**config.mk**
```make
export PLATFORM = sky130hd
export DESIGN_NAME = seq_datapath
export DESIGN_NICKNAME = d
export VERILOG_FILES = /design/src/rtl/seq_datapath.sv
export SDC_FILE = /design/constraint.sdc
export NUM_CORES = 1
export LEC_CHECK = 0
export ABC_AREA = 1
export BUFFER_PORTS_ARGS = -buffer_cell sky130_fd_sc_hd__buf_2
export CAP_MARGIN = 30
export CORE_AREA = 2 2 174 176
export CTS_CLUSTER_DIAMETER = 40
export DETAILED_ROUTE_END_ITERATION = 16
export DIE_AREA = 0 0 176 178
export PLACE_DENSITY = 0.65
export SYNTH_ARGS = -nofsm -noshare
export SYNTH_HDL_FRONTEND = slang
export SYNTH_SLANG_ARGS = --single-unit
```
**constraint.sdc**
```tcl
create_clock -name i_clk -period 4.8 [get_ports i_clk]
set_clock_uncertainty 0.2 [all_clocks]
set_input_delay 1.2 -clock i_clk [delete_from_list [all_inputs] [get_ports i_clk]]
set_output_delay 1.2 -clock i_clk [all_outputs]
set_load 0.005 [all_outputs]
```
**src/rtl/seq_datapath.sv**
```systemverilog
// Self-sequencing datapath: one command per valid/ready handshake, internal FSM
// steps register read, ALU execute and write-back without external strobes.
module seq_datapath #(
  parameter int unsigned WIDTH = 16,
  parameter int unsigned NREG  = 8,
  parameter int unsigned PCW   = 8,
  localparam int unsigned RAW  = $clog2(NREG)
) (
  input  logic             i_clk,
  input  logic             i_reset_n,
  input  logic             i_cmd_valid,
  output logic             o_cmd_ready,
  input  logic [RAW-1:0]   i_cmd_rd,
  input  logic [RAW-1:0]   i_cmd_rn,
  input  logic [RAW-1:0]   i_cmd_rm,
  input  logic [1:0]       i_cmd_shift,
  input  logic [1:0]       i_cmd_aluop,
  input  logic             i_cmd_asel,
  input  logic             i_cmd_bsel,
  input  logic [1:0]       i_cmd_wsrc,
  input  logic             i_cmd_wen,
  input  logic             i_cmd_sen,
  input  logic [WIDTH-1:0] i_cmd_imm,
  input  logic [WIDTH-1:0] i_cmd_mdata,
  input  logic [PCW-1:0]   i_cmd_pc,
  output logic             o_done,
  output logic [WIDTH-1:0] o_datapath_out,
  output logic [2:0]       o_status_out,
  input  logic [RAW-1:0]   i_dbg_addr,
  output logic [WIDTH-1:0] o_dbg_data
);

  typedef enum logic [2:0] {StIdle, StRdA, StRdB, StExec, StWb} state_e;

  state_e           r_state, w_state_nxt;
  logic [WIDTH-1:0] r_rf [NREG];
  logic [WIDTH-1:0] r_a, r_b, r_c;
  logic [2:0]       r_status;

  logic [RAW-1:0]   r_rd, r_rn, r_rm;
  logic [1:0]       r_shift, r_aluop, r_wsrc;
  logic             r_asel, r_bsel, r_wen, r_sen;
  logic [WIDTH-1:0] r_imm, r_mdata;
  logic [PCW-1:0]   r_pc;

  logic             w_accept;
  logic [WIDTH-1:0] w_shifted, w_aop, w_bop, w_res, w_wb_val;
  logic             w_ovf;

  assign o_cmd_ready    = (r_state == StIdle);
  assign o_done         = (r_state == StWb);
  assign w_accept       = i_cmd_valid && o_cmd_ready;
  assign o_datapath_out = r_c;
  assign o_status_out   = r_status;
  assign o_dbg_data     = r_rf[i_dbg_addr];

  always_comb begin
    w_state_nxt = r_state;
    case (r_state)
      StIdle: if (i_cmd_valid) w_state_nxt = (i_cmd_wsrc == 2'b00) ? StRdA : StWb;
      StRdA:  w_state_nxt = StRdB;
      StRdB:  w_state_nxt = StExec;
      StExec: w_state_nxt = StWb;
      StWb:   w_state_nxt = StIdle;
      default: w_state_nxt = StIdle;
    endcase
  end

  always_comb begin
    w_shifted = r_b;
    case (r_shift)
      2'b01:   w_shifted = {r_b[WIDTH-2:0], 1'b0};
      2'b10:   w_shifted = {1'b0, r_b[WIDTH-1:1]};
      2'b11:   w_shifted = {r_b[WIDTH-1], r_b[WIDTH-1:1]};
      default: w_shifted = r_b;
    endcase
  end

  assign w_aop = r_asel ? '0 : r_a;
  assign w_bop = r_bsel ? r_imm : w_shifted;

  always_comb begin
    w_res = '0;
    w_ovf = 1'b0;
    case (r_aluop)
      2'b00: begin
        w_res = w_aop + w_bop;
        w_ovf = (w_aop[WIDTH-1] == w_bop[WIDTH-1]) && (w_res[WIDTH-1] != w_aop[WIDTH-1]);
      end
      2'b01: begin
        w_res = w_aop - w_bop;
        w_ovf = (w_aop[WIDTH-1] != w_bop[WIDTH-1]) && (w_res[WIDTH-1] != w_aop[WIDTH-1]);
      end
      2'b10:   w_res = w_aop & w_bop;
      default: w_res = ~w_bop;
    endcase
  end

  always_comb begin
    w_wb_val = r_c;
    case (r_wsrc)
      2'b01:   w_wb_val = r_mdata;
      2'b10:   w_wb_val = r_imm;
      2'b11:   w_wb_val = WIDTH'(r_pc);
      default: w_wb_val = r_c;
    endcase
  end

  always_ff @(posedge i_clk) begin
    if (!i_reset_n) begin
      r_state  <= StIdle;
      r_a      <= '0;
      r_b      <= '0;
      r_c      <= '0;
      r_status <= '0;
      for (int i = 0; i < int'(NREG); i++) r_rf[i] <= '0;
    end else begin
      r_state <= w_state_nxt;
      if (r_state == StRdA) r_a <= r_rf[r_rn];
      if (r_state == StRdB) r_b <= r_rf[r_rm];
      if (r_state == StExec) begin
        r_c <= w_res;
        if (r_sen) r_status <= {(w_res == '0), w_ovf, w_res[WIDTH-1]};
      end
      if ((r_state == StWb) && r_wen) r_rf[r_rd] <= w_wb_val;
    end
  end

  // Command fields are only consumed after acceptance, so they need no reset.
  always_ff @(posedge i_clk) begin
    if (w_accept) begin
      r_rd    <= i_cmd_rd;
      r_rn    <= i_cmd_rn;
      r_rm    <= i_cmd_rm;
      r_shift <= i_cmd_shift;
      r_aluop <= i_cmd_aluop;
      r_asel  <= i_cmd_asel;
      r_bsel  <= i_cmd_bsel;
      r_wsrc  <= i_cmd_wsrc;
      r_wen   <= i_cmd_wen;
      r_sen   <= i_cmd_sen;
      r_imm   <= i_cmd_imm;
      r_mdata <= i_cmd_mdata;
      r_pc    <= i_cmd_pc;
    end
  end

endmodule

```
== After elaboration in Yosys (flattened, before gate mapping) ==
Memories as Yosys holds them, arrays and structs flattened. A register that Yosys moved wholly into a read port is not among the register bits.
Cells that the tools add are included.

* Input port bits: 65
* Memory bits (writable): 128
* Word-level logic and storage cells: 66
* Memories: 1
* Bits in registers: 81

* Multiplexer cells: 16
* Reduce and logical (&&, ||, !) cells: 12
* Bitwise gates (word level): 2
* Equality and inequality tests: 17
* Add/subtract/negate cells: 2

{| class="wikitable"
|+ Memories
! memory !! words !! bits a word !! rd ports !! clocked after memory_dff !! wr ports !! RTL line !! text
|-
| r_rf || 8 || 16 || 3 || 2 || 8 || 36 || <nowiki>logic [WIDTH-1:0] r_rf [NREG];</nowiki>
|}

{| class="wikitable"
|+ Operators with widths
! kind !! count
|-
| 16-bit case mux with 3 select lines || 3
|-
| 16-bit 2-to-1 mux || 3
|-
| 16-bit adder || 1
|-
| 16-bit bitwise AND || 1
|-
| 16-bit zero test || 1
|-
| 16-bit inverter || 1
|-
| 16-bit OR reduction || 1
|-
| 16-bit subtractor || 1
|-
| 3-bit case mux with 4 select lines || 1
|-
| 2-bit equality test, second input constant || 5
|-
| 3-bit 2-to-1 mux || 3
|-
| 2-bit by 1-bit equality test with 1-bit output, second input constant || 3
|-
| 3-bit by 2-bit equality test with 1-bit output, second input constant || 2
|-
| 1-bit 2-to-1 mux || 5
|-
| 1-bit logical AND || 4
|-
| 2-bit zero test || 2
|-
| 3-bit by 1-bit equality test with 1-bit output, second input constant || 1
|-
| 3-bit equality test, second input constant || 1
|-
| 3-bit zero test || 1
|-
| 1-bit inequality test || 3
|-
| 1-bit zero test || 2
|-
| 2-bit inequality test, second input constant || 1
|-
| 1-bit case mux with 2 select lines || 1
|-
| 2-bit AND reduction || 1
|-
| 1-bit equality test || 1
|}

== Longest topological paths before layout ==
* Word-level depth: 7
* Mapped depth: 25
* Depth with buffers taken out: 22

== Least setup slack after synthesis ==
Ideal clock, no wire load.

* Kind: in2reg
* From: in i_cmd_valid
* To: reg r_aluop[0], enable pin
* Arrival time: 3.690 ns
* Setup time: 0.476 ns
* Buffers on the path: 0
* Required time: 4.124 ns
* Slack: 0.434 ns
* Stages on the path: 2
* Cell sequence: inv_1 > nor2_1

* Longest elaborated chain between the ends: 1

{| class="wikitable"
|+ RTL lines
! what !! RTL line !! text
|-
| from (decl) || 11 || <nowiki>input logic i_cmd_valid,</nowiki>
|-
| 1-bit logical AND || 52 || <nowiki>assign w_accept = i_cmd_valid && o_cmd_ready;</nowiki>
|-
| named net w_accept || 46 || <nowiki>logic w_accept;</nowiki>
|-
| to (signal assigned) || 136 || <nowiki>r_aluop <= i_cmd_aluop;</nowiki>
|-
| to (decl) || 41 || <nowiki>logic [1:0] r_shift, r_aluop, r_wsrc;</nowiki>
|}

The timed path passes the listed nets, and every way through them passes these cells.
A chain may end at the register's enable or synchronous reset.

== Worst setup path in the final report ==
* From: in i_dbg_addr[1]
* To: out o_dbg_data[5]

* Longest elaborated chain between the ends: 1

{| class="wikitable"
|+ RTL lines
! what !! RTL line !! text
|-
| from (decl) || 29 || <nowiki>input logic [RAW-1:0] i_dbg_addr,</nowiki>
|-
| memory read 8 x 16 bit || n/a ||
|-
| to (decl) || 30 || <nowiki>output logic [WIDTH-1:0] o_dbg_data</nowiki>
|}

Every way passes these cells.

==> metrics.txt <==
Post-CTS Setup Inserts 0; Mean Syn Cell Area 7.78 um^2; critical setup path kind input pin to output pin; Worst-Skew Late Latency 530 ps; Final min period 4170 ps; drt wl/cell 20.3 um; GP Congestion 0.962; post-synth top area cell edfxtp_1; R2R setup slack 990 ps; worst-case clock buffer depth 3; top cells by count, synth 307 x nand2_1, 273 x nor2_1, 206 x o21ai_0; Core Box Area 29400 um^2; required time worst endpoint 3400 ps; via count 13.9k; RSZ-0062 raised after global routing false; Final Cycle Share 86.8%; cell count after placement 2286; Post-DRT Antenna Nets 0; prevailing post-synth register cell edfxtp_1; Worst slew margin 24.6%; count of input and output buffers 101; hold buffer count at cts 0; Area Growth Syn to Fin 16.5%; WL final 47900 um; element type at the critical path end output pin; combinational power share 16.2%; power per cell area 391 nW/um^2; Final Hold Viols 0; Mapped Cells 1866; Detailed Place HPWL 34000 um; post-synth cell types 44; ANT cells 0; root buf cell clkbuf_16; TritonCTS clock tree done; die width 176 um; H-tree depth 2; Switch Pwr 1.95 mW; synthesized flop and latch total 241; max_cap viols 0; global-route wire length before repair 72500 um; outcome finished clean; number of flops mapped to enable cells by yosys 187; setup violators final 0; fmax 240 MHz; post-cts gate resize count 0; CP max-delay cell buf_2; crit path launch type input pin; initial antenna violation count 0; CTS buffer count 41; Syn Std Cell Area 14500 um^2; top cell type's share of synthesized area 38.7%; die area 31300 um^2; P_int 4.66 mW; DRT iter0 DRCs 1404; row count 63; share of cells above drive strength 1 12.4%; asr flop ratio synth 0%; Post-layout nets 2038; Tot GR Track Use 30.3%; Post-route DRC 0; synth top area cells edfxtp_1 39%, nand2_1 7.9%, dfxtp_1 7.4%; syn nets 1965; Net Sw Frac 29.5%; yosys warns 0; CP peak stage delay 640 ps; clock share of power 46.9%; critical path arrival 2770 ps; most frequent cell after synthesis nand2_1; leak pwr 6.87 nW; die height 178 um; Pre-Repair DR Iteration Count 6; number of global-route vias before repair 12.9k; clock slew at reported path FFs 50 ps; cells along the critical path buf_2, o21ai_0, o21ai_0, nor2_1, a31oi_1, buf_2; worst vdd ir 0.335 mV; vias per cell 5.89; Hold Path Class flip-flop to flip-flop; utilization after layout 57.5%; largest net degree at the start of global routing 80; GR Overflow Total 0; crit-path max FO 52; Tightest Pin Transition 1130 ps; setup TNS 0 ps; fin cells 2362; # clock sinks 241; Slew Viols, Final 0; sequential-to-total area share from yosys stat 46.1%; FILL cells 2727; io pins 102; power share of the sequential group 36.9%; Initial Util 49.4%
kinds of logic after synthesis:
family,after synthesis,share of synthesized area [%]
simple gates,744,21.1
fa+ha+maj,34,3.03
compound gates,534,21.2
buf+inv,311,8.44
flops,241,46.1
xor+xnor,2,0.121
layout make-up:
cell class,count,area (um^2),area share [%]
multi-input combinational,1314,6620,39.1
clock inverter,24,285,1.69
clock buffer,52,1200,7.12
inverter,193,732,4.33
timing repair buffer,148,886,5.24
sequential,241,6700,39.6
tap,390,488,2.89
power groups by stage:
stage | Sequential, mW | Clock (mW) | Combinational, mW
2_1_floorplan | 2.45 | 0 | 0.710
3_3_place_gp | 2.48 | 0 | 1.03
3_5_place_dp | 2.48 | 0 | 1.05
4_1_cts | 2.44 | 3.12 | 1.05
5_1_grt | 2.45 | 3.21 | 1.18
6_report | 2.44 | 3.10 | 1.07
metal layers:
metal / share of wire (%) / vias to the layer above / track usage (%)
li1: - / 6571 / -
met1: 42 / 6533 / 41.7
met2: 46 / 667 / 48.2
met3: 7.8 / 139 / 4.05
met4: 4.0 / 0 / 12.7
met5: 0 / - / 0
placed cells by master (no fill, tap or decap), drive strengths merged:
cell type / instances
o21bai: 5
xnor2: 1
buf: 148
a211oi: 1
edfxtp: 187
fa: 2
o22ai: 8
o211ai: 86
nor3: 7
clkinv: 10
a22o: 13
a221oi: 11
bufinv: 3
and2: 4
clkinvlp: 4
nor3b: 1
xor2: 1
nand3: 133
dfxtp: 54
inv: 200
a31oi: 18
a21oi: 174
o21ai: 213
ha: 32
nand2: 309
or2: 3
clkbuf: 52
nand4: 10
o221ai: 5
nand3b: 1
nor2: 276
path summary, 6_finish.rpt:
| path | endpoint | start | cells after the start |
|---|---|---|---|
| worst max-delay path | o_dbg_data[5] | i_dbg_addr[1] | 6 |
| worst min-delay path | r_a[12] | r_a[12] | 2 |
| worst max register to register | o_status_out[2] | r_shift[1] | 19 |
| worst min register to register | r_a[12] | r_a[12] | 2 |
state kept, by name, indices dropped and copies added, names as in the netlist:
signal / flops
r_state: 3
r_wsrc: 2
r_mdata: 16
r_rm: 3
r_rd: 3
r_aluop: 2
r_asel: 1
r_pc: 8
r_wen: 1
r_bsel: 1
r_sen: 1
r_b: 16
r_shift: 2
r_rn: 3
r_a: 16
r_rf: 128
o_status_out: 3
o_datapath_out: 16
r_imm: 16
stage by stage:
step	total power [mW]	setup WS, ps	cell area [um^2]	hold WS (ps)
after global placement	3.51	751	15400	256
after floorplan	3.15	434	14500	245
after global routing	6.84	519	16900	284
final	6.62	635	16900	265
after CTS	6.62	670	16900	265
after detailed placement	3.53	669	15400	257
worst max-delay path, delay by kind of cell:
family	cells	cell delay, ps
compound gates	3	680
simple gates	1	60
buf+inv	2	800
Note: power is estimated with default switching activity, not from simulation.
